[config.mk]
export PLATFORM = sky130hd
export DESIGN_NAME = tt_um_rps_match
export DESIGN_NICKNAME = d
export VERILOG_FILES = /design/src/rtl/rps_pkg.sv /design/src/rtl/rps_sync_edge.sv /design/src/rtl/tt_um_rps_match.sv
export SDC_FILE = /design/constraint.sdc
export NUM_CORES = 1
export LEC_CHECK = 0
export CAP_MARGIN = 20
export CORE_AREA = 2 2 44 86
export CTS_CLUSTER_SIZE = 28
export DETAILED_ROUTE_END_ITERATION = 6
export DIE_AREA = 0 0 46 88
export PLACE_DENSITY = 0.81
export SLEW_MARGIN = 20
export SYNTH_ARGS = -nofsm -noshare
export SYNTH_HDL_FRONTEND = slang
export SYNTH_SLANG_ARGS = --single-unit
[constraint.sdc]
create_clock -name clk -period 2.2 [get_ports clk]
set_input_delay 0.44 -clock clk [delete_from_list [all_inputs] [get_ports clk]]
set_output_delay 0.44 -clock clk [all_outputs]
set_load 0.03 [all_outputs]
[src/rtl/rps_pkg.sv]
// rtl/rps_pkg.sv - shared codes, state encoding and round judge for the RPS match block
package rps_pkg;

  localparam int WIN_SCORE_W = 4;

  typedef enum logic [1:0] {
    MOVE_STONE    = 2'b00,
    MOVE_PAPER    = 2'b01,
    MOVE_SCISSORS = 2'b10,
    MOVE_INVALID  = 2'b11
  } move_t;

  typedef enum logic [1:0] {
    RES_TIE     = 2'b00,
    RES_P1      = 2'b01,
    RES_P2      = 2'b10,
    RES_INVALID = 2'b11
  } result_t;

  typedef enum logic [1:0] {
    ST_WAIT    = 2'b00,
    ST_RESOLVE = 2'b01,
    ST_DONE    = 2'b10,
    ST_UNUSED  = 2'b11
  } state_t;

  // Round outcome for latched moves; any invalid move poisons the round.
  function automatic result_t rps_judge(input move_t a, input move_t b);
    result_t r;
    r = RES_TIE;
    if (a == MOVE_INVALID || b == MOVE_INVALID) begin
      r = RES_INVALID;
    end else if (a != b) begin
      case (a)
        MOVE_STONE:    r = (b == MOVE_SCISSORS) ? RES_P1 : RES_P2;
        MOVE_PAPER:    r = (b == MOVE_STONE)    ? RES_P1 : RES_P2;
        MOVE_SCISSORS: r = (b == MOVE_PAPER)    ? RES_P1 : RES_P2;
        default:       r = RES_INVALID;
      endcase
    end
    return r;
  endfunction

endpackage

[src/rtl/rps_sync_edge.sv]
// rtl/rps_sync_edge.sv - two-flop synchroniser with a one-cycle rising-edge pulse
module rps_sync_edge (
  input  logic clk,
  input  logic rst_n,
  input  logic ena,
  input  logic i_pin,
  output logic o_rise
);

  logic r_meta;
  logic r_sync;
  logic r_prev;

  // Synchroniser chain plus history flop; frozen while the tile is disabled.
  always_ff @(posedge clk or negedge rst_n) begin
    if (!rst_n) begin
      r_meta <= 1'b0;
      r_sync <= 1'b0;
      r_prev <= 1'b0;
    end else if (ena) begin
      r_meta <= i_pin;
      r_sync <= r_meta;
      r_prev <= r_sync;
    end
  end

  assign o_rise = ena & r_sync & ~r_prev;

endmodule

[src/rtl/tt_um_rps_match.sv]
// rtl/tt_um_rps_match.sv - rock-paper-scissors match controller (RPS_TIMEOUT_EN adds forfeit timer)
module tt_um_rps_match
  import rps_pkg::*;
#(
  parameter int WIN_TARGET     = 3,
  parameter int TIMEOUT_CYCLES = 1000
) (
  input  logic       clk,
  input  logic       rst_n,
  input  logic       ena,
  input  logic [7:0] ui_in,
  output logic [7:0] uo_out,
  input  logic [7:0] uio_in,
  output logic [7:0] uio_out,
  output logic [7:0] uio_oe
);

  localparam logic [WIN_SCORE_W-1:0] LP_TARGET = WIN_SCORE_W'(WIN_TARGET);

  logic w_commit1;
  logic w_commit2;
  logic w_new_match;

  state_t                 r_state,  w_state_nx;
  move_t                  r_move1,  w_move1_nx;
  move_t                  r_move2,  w_move2_nx;
  logic                   r_flag1,  w_flag1_nx;
  logic                   r_flag2,  w_flag2_nx;
  result_t                r_result, w_result_nx;
  logic [WIN_SCORE_W-1:0] r_score1, w_score1_nx;
  logic [WIN_SCORE_W-1:0] r_score2, w_score2_nx;

  logic    w_take1;
  logic    w_take2;
  logic    w_round_done;
  result_t w_round;
  logic    w_forfeit_out;
  logic    w_unused;

`ifdef RPS_TIMEOUT_EN
  localparam logic [15:0] LP_TIMER_LAST = 16'(TIMEOUT_CYCLES - 1);
  logic        r_forfeit, w_forfeit_nx;
  logic [15:0] r_timer,   w_timer_nx;
  logic        w_forfeit_set;
`else
  localparam int lp_unused_timeout = TIMEOUT_CYCLES;
`endif

  rps_sync_edge u_sync_p1 (.clk(clk), .rst_n(rst_n), .ena(ena), .i_pin(ui_in[2]), .o_rise(w_commit1));
  rps_sync_edge u_sync_p2 (.clk(clk), .rst_n(rst_n), .ena(ena), .i_pin(ui_in[5]), .o_rise(w_commit2));
  rps_sync_edge u_sync_nm (.clk(clk), .rst_n(rst_n), .ena(ena), .i_pin(ui_in[6]), .o_rise(w_new_match));

  // Next-state and datapath decisions for the match FSM.
  always_comb begin
    w_state_nx   = r_state;
    w_move1_nx   = r_move1;
    w_move2_nx   = r_move2;
    w_flag1_nx   = r_flag1;
    w_flag2_nx   = r_flag2;
    w_result_nx  = r_result;
    w_score1_nx  = r_score1;
    w_score2_nx  = r_score2;
    w_take1      = 1'b0;
    w_take2      = 1'b0;
    w_round_done = 1'b0;
    w_round      = RES_TIE;
`ifdef RPS_TIMEOUT_EN
    w_forfeit_nx  = r_forfeit;
    w_timer_nx    = r_timer;
    w_forfeit_set = 1'b0;
`endif
    if (w_new_match) begin
      // New match wins over everything, including a same-cycle commit.
      w_state_nx  = ST_WAIT;
      w_flag1_nx  = 1'b0;
      w_flag2_nx  = 1'b0;
      w_result_nx = RES_TIE;
      w_score1_nx = '0;
      w_score2_nx = '0;
`ifdef RPS_TIMEOUT_EN
      w_forfeit_nx = 1'b0;
      w_timer_nx   = '0;
`endif
    end else begin
      case (r_state)
        ST_WAIT: begin
          if (r_flag1 && r_flag2) begin
            w_state_nx = ST_RESOLVE;
`ifdef RPS_TIMEOUT_EN
            w_timer_nx = '0;
`endif
          end else begin
            w_take1 = w_commit1 & ~r_flag1;
            w_take2 = w_commit2 & ~r_flag2;
            if (w_take1) begin
              w_move1_nx = move_t'(ui_in[1:0]);
              w_flag1_nx = 1'b1;
            end
            if (w_take2) begin
              w_move2_nx = move_t'(ui_in[4:3]);
              w_flag2_nx = 1'b1;
            end
`ifdef RPS_TIMEOUT_EN
            // With one player in, any take is the opponent arriving, which beats expiry.
            if (r_flag1 ^ r_flag2) begin
              if (w_take1 | w_take2) begin
                w_timer_nx = '0;
              end else if (r_timer == LP_TIMER_LAST) begin
                w_round_done  = 1'b1;
                w_round       = r_flag1 ? RES_P1 : RES_P2;
                w_forfeit_set = 1'b1;
                w_timer_nx    = '0;
              end else begin
                w_timer_nx = r_timer + 16'd1;
              end
            end else begin
              w_timer_nx = '0;
            end
`endif
          end
        end
        ST_RESOLVE: begin
          w_round_done = 1'b1;
          w_round      = rps_judge(r_move1, r_move2);
        end
        ST_DONE: begin
          w_state_nx = ST_DONE;
        end
        default: begin
          w_state_nx = ST_WAIT;
        end
      endcase

      // Shared round close-out for normal resolution and forfeit.
      if (w_round_done) begin
        w_result_nx = w_round;
        if (w_round == RES_P1) w_score1_nx = r_score1 + 4'd1;
        if (w_round == RES_P2) w_score2_nx = r_score2 + 4'd1;
        w_flag1_nx = 1'b0;
        w_flag2_nx = 1'b0;
`ifdef RPS_TIMEOUT_EN
        w_forfeit_nx = w_forfeit_set;
`endif
        w_state_nx = (w_score1_nx == LP_TARGET || w_score2_nx == LP_TARGET) ? ST_DONE : ST_WAIT;
      end
    end
  end

  // State and datapath registers; everything holds while ena is low.
  always_ff @(posedge clk or negedge rst_n) begin
    if (!rst_n) begin
      r_state  <= ST_WAIT;
      r_move1  <= MOVE_STONE;
      r_move2  <= MOVE_STONE;
      r_flag1  <= 1'b0;
      r_flag2  <= 1'b0;
      r_result <= RES_TIE;
      r_score1 <= '0;
      r_score2 <= '0;
    end else if (ena) begin
      r_state  <= w_state_nx;
      r_move1  <= w_move1_nx;
      r_move2  <= w_move2_nx;
      r_flag1  <= w_flag1_nx;
      r_flag2  <= w_flag2_nx;
      r_result <= w_result_nx;
      r_score1 <= w_score1_nx;
      r_score2 <= w_score2_nx;
    end
  end

`ifdef RPS_TIMEOUT_EN
  // Forfeit flag and single-commit timer.
  always_ff @(posedge clk or negedge rst_n) begin
    if (!rst_n) begin
      r_forfeit <= 1'b0;
      r_timer   <= '0;
    end else if (ena) begin
      r_forfeit <= w_forfeit_nx;
      r_timer   <= w_timer_nx;
    end
  end
  assign w_forfeit_out = r_forfeit;
`else
  assign w_forfeit_out = 1'b0;
`endif

  assign uo_out   = {w_forfeit_out, (r_state == ST_DONE), r_flag2, r_flag1, r_state, r_result};
  assign uio_out  = {r_score2, r_score1};
  assign uio_oe   = 8'hFF;
  assign w_unused = &{1'b0, uio_in, ui_in[7]};

endmodule

Yosys cells after proc, flatten, opt, wreduce, memory -nomap -nowiden --
Index checks and enable logic that the tools add are counted.
Word-level totals: register bits after elaboration 27, input port bits 19
Operators by class: $add $sub $neg 2, equality and inequality tests 16, mux-type cells 37, bitwise operators 15, reduce and logical (&&, ||, !) cells 16
Operator list (number):
- 4-bit 2-to-1 mux | 10
- 2-bit 2-to-1 mux | 13
- 2-bit == test (second input constant) | 6
- 1-bit 2-to-1 mux | 12
- 2-bit case mux with 3 select lines | 2
- 5-bit AND reduction | 2
- 3-bit nonzero test | 3
- 4-bit by 1-bit adder with 4-bit output (second input constant) | 2
- 1-bit AND | 8
- 2-bit by 1-bit == test with 1-bit output (second input constant) | 4
- 4-bit by 2-bit == test with 1-bit output (second input constant) | 2
- 4-bit AND reduction | 2
- 1-bit NOT | 7
- 2-bit logical NOT | 3
- 4-bit by 3-bit inequality test with 1-bit output (second input constant) | 1
- 3-bit by 1-bit inequality test with 1-bit output (second input constant) | 1
- 3-bit by 2-bit inequality test with 1-bit output (second input constant) | 1
- 3-bit AND reduction | 1
- 1-bit logical OR | 2
- 2-bit inequality test | 1
- 2-bit AND reduction | 1
- 2-bit nonzero test | 1
- 1-bit logical AND | 1

Depth between registers and ports, before layout --
depth in word-level cells 16, gate-level depth with buffers 6, depth with buffers taken out 5

Hierarchy --
Synthesis repeated with hierarchy kept, for this count alone.
Second synthesis, totals: cells, all modules 164, area, all modules 1616.6 um^2
Modules (own cells, without submodules):
- tt_um_rps_match | instances 1, cells an instance 143, area an instance 1260.0 um^2, sequential area each 450.4 um^2
- rps_sync_edge | instances 3, cells an instance 7, area an instance 118.9 um^2, sequential area each 75.1 um^2

Worst setup path before layout --
No wires, ideal clock.
kind register to register, from register r_state[0], to register r_move1[0], library setup time 0.128 ns, data arrival time 1.835 ns, setup slack 0.237 ns, stages on the path, launching flop included 5, path buffers 1, path through dfrtp_1 > buf_2 > or4_4 > nor4b_2 > mux2_1
On the way: longest elaborated chain between the ends 2
RTL lines:
- start, declared | line tt_um_rps_match.sv:24 | state_t r_state, w_state_nx;
- start signal, assigned | line tt_um_rps_match.sv:161 | r_state <= w_state_nx;
- 2-bit logical NOT | line tt_um_rps_match.sv:85 | case (r_state)
- 5-bit AND reduction (no line)
- end signal, assigned | line tt_um_rps_match.sv:162 | r_move1 <= w_move1_nx;
- end, declared | line tt_um_rps_match.sv:25 | move_t r_move1, w_move1_nx;
Every way passes these cells. A chain may end at the register's enable or synchronous reset.

Final worst setup path --
from register r_state[0], to output port uo_out[6]
On the way: longest elaborated chain between the ends 1
RTL lines:
- 2-bit == test | line tt_um_rps_match.sv:188 | assign uo_out = {w_forfeit_out, (r_state == ST_DONE), r_flag2, r_flag1, r_state, r_result};
- end, declared | line tt_um_rps_match.sv:12 | output logic [7:0] uo_out,
Every way passes these cells.

==> results.json <==
{
  "status": "completed",
  "syn_to_final_growth_pct": 16.5,
  "dieHeight_um": 88,
  "ys_seq_area_frac": 0.433,
  "maxCapViolCount": 0,
  "cts_hold_buf": 0,
  "hp-start": "r_result[1]$_DFFE_PN0P_",
  "power.density_nw_per_um2": 950,
  "setup_violations": 0,
  "yosys.area.top_type": "dfrtp_1",
  "grt_overflow_total": 0,
  "total_power_mw": 1.72,
  "place.gp.congestion": 0.941,
  "crit_path_top_delay_cell": "clkdlybuf4s50_1",
  "drive_gt1_frac": 0.150,
  "synth.most_common_cell": "dfrtp_1",
  "layout.cells.non_filler": 205,
  "initial_utilization": 0.461,
  "cts_root_buf": "clkbuf_8",
  "yosys-top-cells-area": "dfrtp_1, mux2_2, buf_4, o21ai_0, nand2_1",
  "min_delay_path_depth": 2,
  "die_w_um": 46,
  "synth_top_area_share": 0.433,
  "cts.clk_slew.worst_paths_ns": 0.09,
  "tns_ns": 0,
  "critPathBufInv": 1,
  "startpoint": "r_state[0]$_DFFE_PN0P_",
  "cp.required_ns": 1.76,
  "portBuffers": 24,
  "hold-worst-slack_ns": 0.503,
  "fin_crit_ns": 2.06,
  "start_kind": "register",
  "drt_first_pass_iters": 4,
  "regArea_um2": 677,
  "ir_drop_uv": 431,
  "period_share": 0.936,
  "setup_ws_ns": 0.142,
  "r2r_cells": 5,
  "cts_tree": "built",
  "remaining_drc_errors": 0,
  "hold_class": "reg2reg",
  "synthArstFlopShare": 1.00,
  "fill_cells": 297,
  "skew_ns": 0.00224,
  "avgSynthCellArea_um2": 10.3,
  "drtIter0Drc": 15,
  "track_usage": 0.173,
  "p_leak_nw": 0.771,
  "hold_path_end": "r_result[1]$_DFFE_PN0P_",
  "vias": 1205,
  "die_area_um2": 4050,
  "post_cts_resized": 0,
  "nNetsFinal": 195,
  "path_cells": "nor2b_1 -> clkdlybuf4s50_1",
  "multiInputGateArea_um2": 763,
  "cts_buffers": 3,
  "synth_edf_count": 0,
  "yosys_register_bits": 27,
  "reg2reg_to": "r_score2[3]$_DFFE_PN0P_",
  "final_max_slew_viol_count": 0,
  "synth_cell_types": 42,
  "ant_nets": 0,
  "core_area_um2": 3380,
  "end_kind": "primary output",
  "grt_max_degree": 28,
  "antenna_cells": 0,
  "worstPathMaxFanout": 11,
  "crit_type": "reg2out",
  "rsz0062_at_grt": "no",
  "crit_family": "buffers and inverters",
  "via_per_inst": 5.88,
  "cts_buffer_depth": 2,
  "grt_pass1_vias": 1215,
  "ys_warn_count": 0,
  "num_io_pins": 43,
  "max_freq_ghz": 0.486,
  "final_cell_area_um2": 1820,
  "routed_wl_um": 3240,
  "finalHoldViolCount": 0,
  "postSynthCellCount": 152,
  "clk_latency_ns": 0.27,
  "worstPathArrival_ns": 1.62,
  "regToRegStartpoint": "r_move1[0]$_DFFE_PN0P_",
  "ys_top_cells_by_count": "dfrtp_1, o21ai_0, nand2_1, buf_4, mux2_2",
  "clock-sinks": 27,
  "grt_pass1_wl_um": 5220,
  "synth_flop_cell": "dfrtp_1",
  "routedWlPerCell_um": 15.8,
  "max_stage_delay_ns": 0.68,
  "dp_slack_ns": -0.0964,
  "antenna_found_initial": 0,
  "hpwl_um": 2490,
  "dpl-instance-area_um2": 1770,
  "rrSetupSlack_ns": 0.28,
  "rows": 30,
  "h-tree-depth": 1,
  "cts_setup_buffers": 0,
  "place_inst": 201,
  "synth.cell_area_um2": 1560,
  "fin_util": 0.537
}
==> area by class of cell <==
class	instances	area share
multi-input combinational	110	0.420
clock buffer	3	0.0227
timing repair buffer	29	0.153
inverter	3	0.00620
clock inverter	1	0.00276
tap	32	0.0221
sequential	27	0.373
==> kinds of logic (layout without fill, tap and decap cells) <==
family / count (synthesis) / count (layout) / synth area share
XOR/XNOR: 3 / 3 / 0.0169
adder cells (fa/ha/maj): 2 / 2 / 0.0160
flip-flops: 27 / 27 / 0.433
other: 2 / 9 / 0.00482
buffers and inverters: 22 / 36 / 0.0939
multiplexers: 13 / 13 / 0.0939
AND/OR/NAND/NOR: 44 / 44 / 0.176
AO/OA/AOI/OAI: 39 / 39 / 0.165
==> layer usage <==
| metal | vias up | GRT usage | wire length [um] | share of wire |
|---|---|---|---|---|
| met4 | 0 | 0.0961 | 85 | 0.026 |
| met3 | 6 | 0.0144 | 58 | 0.018 |
| met5 | - | 0 | 0 | 0 |
| li1 | 571 | - | - | - |
| met2 | 28 | 0.311 | 1860 | 0.57 |
| met1 | 600 | 0.186 | 1230 | 0.38 |
==> sequential cells by signal, indices dropped and copies added (netlist names), 2 cells and up <==
register / count
r_score2: 4
r_state: 2
r_move2: 2
r_score1: 4
r_result: 2
r_move1: 2
==> worst register-to-register path: stages, from the launching register on <==
cell     delay, ns
dfrtp_1       0.49
or4b_4        0.59
o32ai_4       0.22
and4_1        0.27
o21ai_1       0.06
a22o_1        0.19
==> layout by cell type, fill, tap and decap left out, types with 2 or more instances in the layout <==
master,n
xor2_1,2
clkbuf_8,3
a31oi_1,5
nor2_1,4
nor3_1,3
a32o_1,2
a21oi_1,8
o21ai_0,15
mux2_1,4
clkdlybuf4s50_1,24
conb_1,9
buf_4,5
nor4b_1,2
nand3b_1,2
nor4_1,2
nand2_1,14
nor4b_2,2
dfrtp_1,26
mux2_2,9
nand2b_1,4
nor2b_1,2
o31ai_1,2
inv_1,3
ha_1,2
==> power by group <==
group | internal [mW] | total [mW] | switching, mW
combinational | 0.316 | 0.662 | 0.346
clock | 0.127 | 0.276 | 0.149
sequential | 0.602 | 0.786 | 0.184
total | 1.04 | 1.72 | 0.680
==> how the worst max path moves through the flow <==
| stage | endpoint | slack, ns | depth (start not counted) |
|---|---|---|---|
| 2_1_floorplan | r_move1[0]$_DFFE_PN0P_ | 0.24 | 4 |
| 3_3_place_gp | r_move1[1]$_DFFE_PN0P_ | -0.05 | 5 |
| 3_5_place_dp | r_move2[1]$_DFFE_PN0P_ | -0.1 | 5 |
| 4_1_cts | uo_out[6] | 0.06 | 2 |
| 5_1_grt | uo_out[6] | 0.05 | 2 |
| 6_report | uo_out[6] | 0.14 | 2 |
Note: power is estimated with default switching activity, not from simulation.
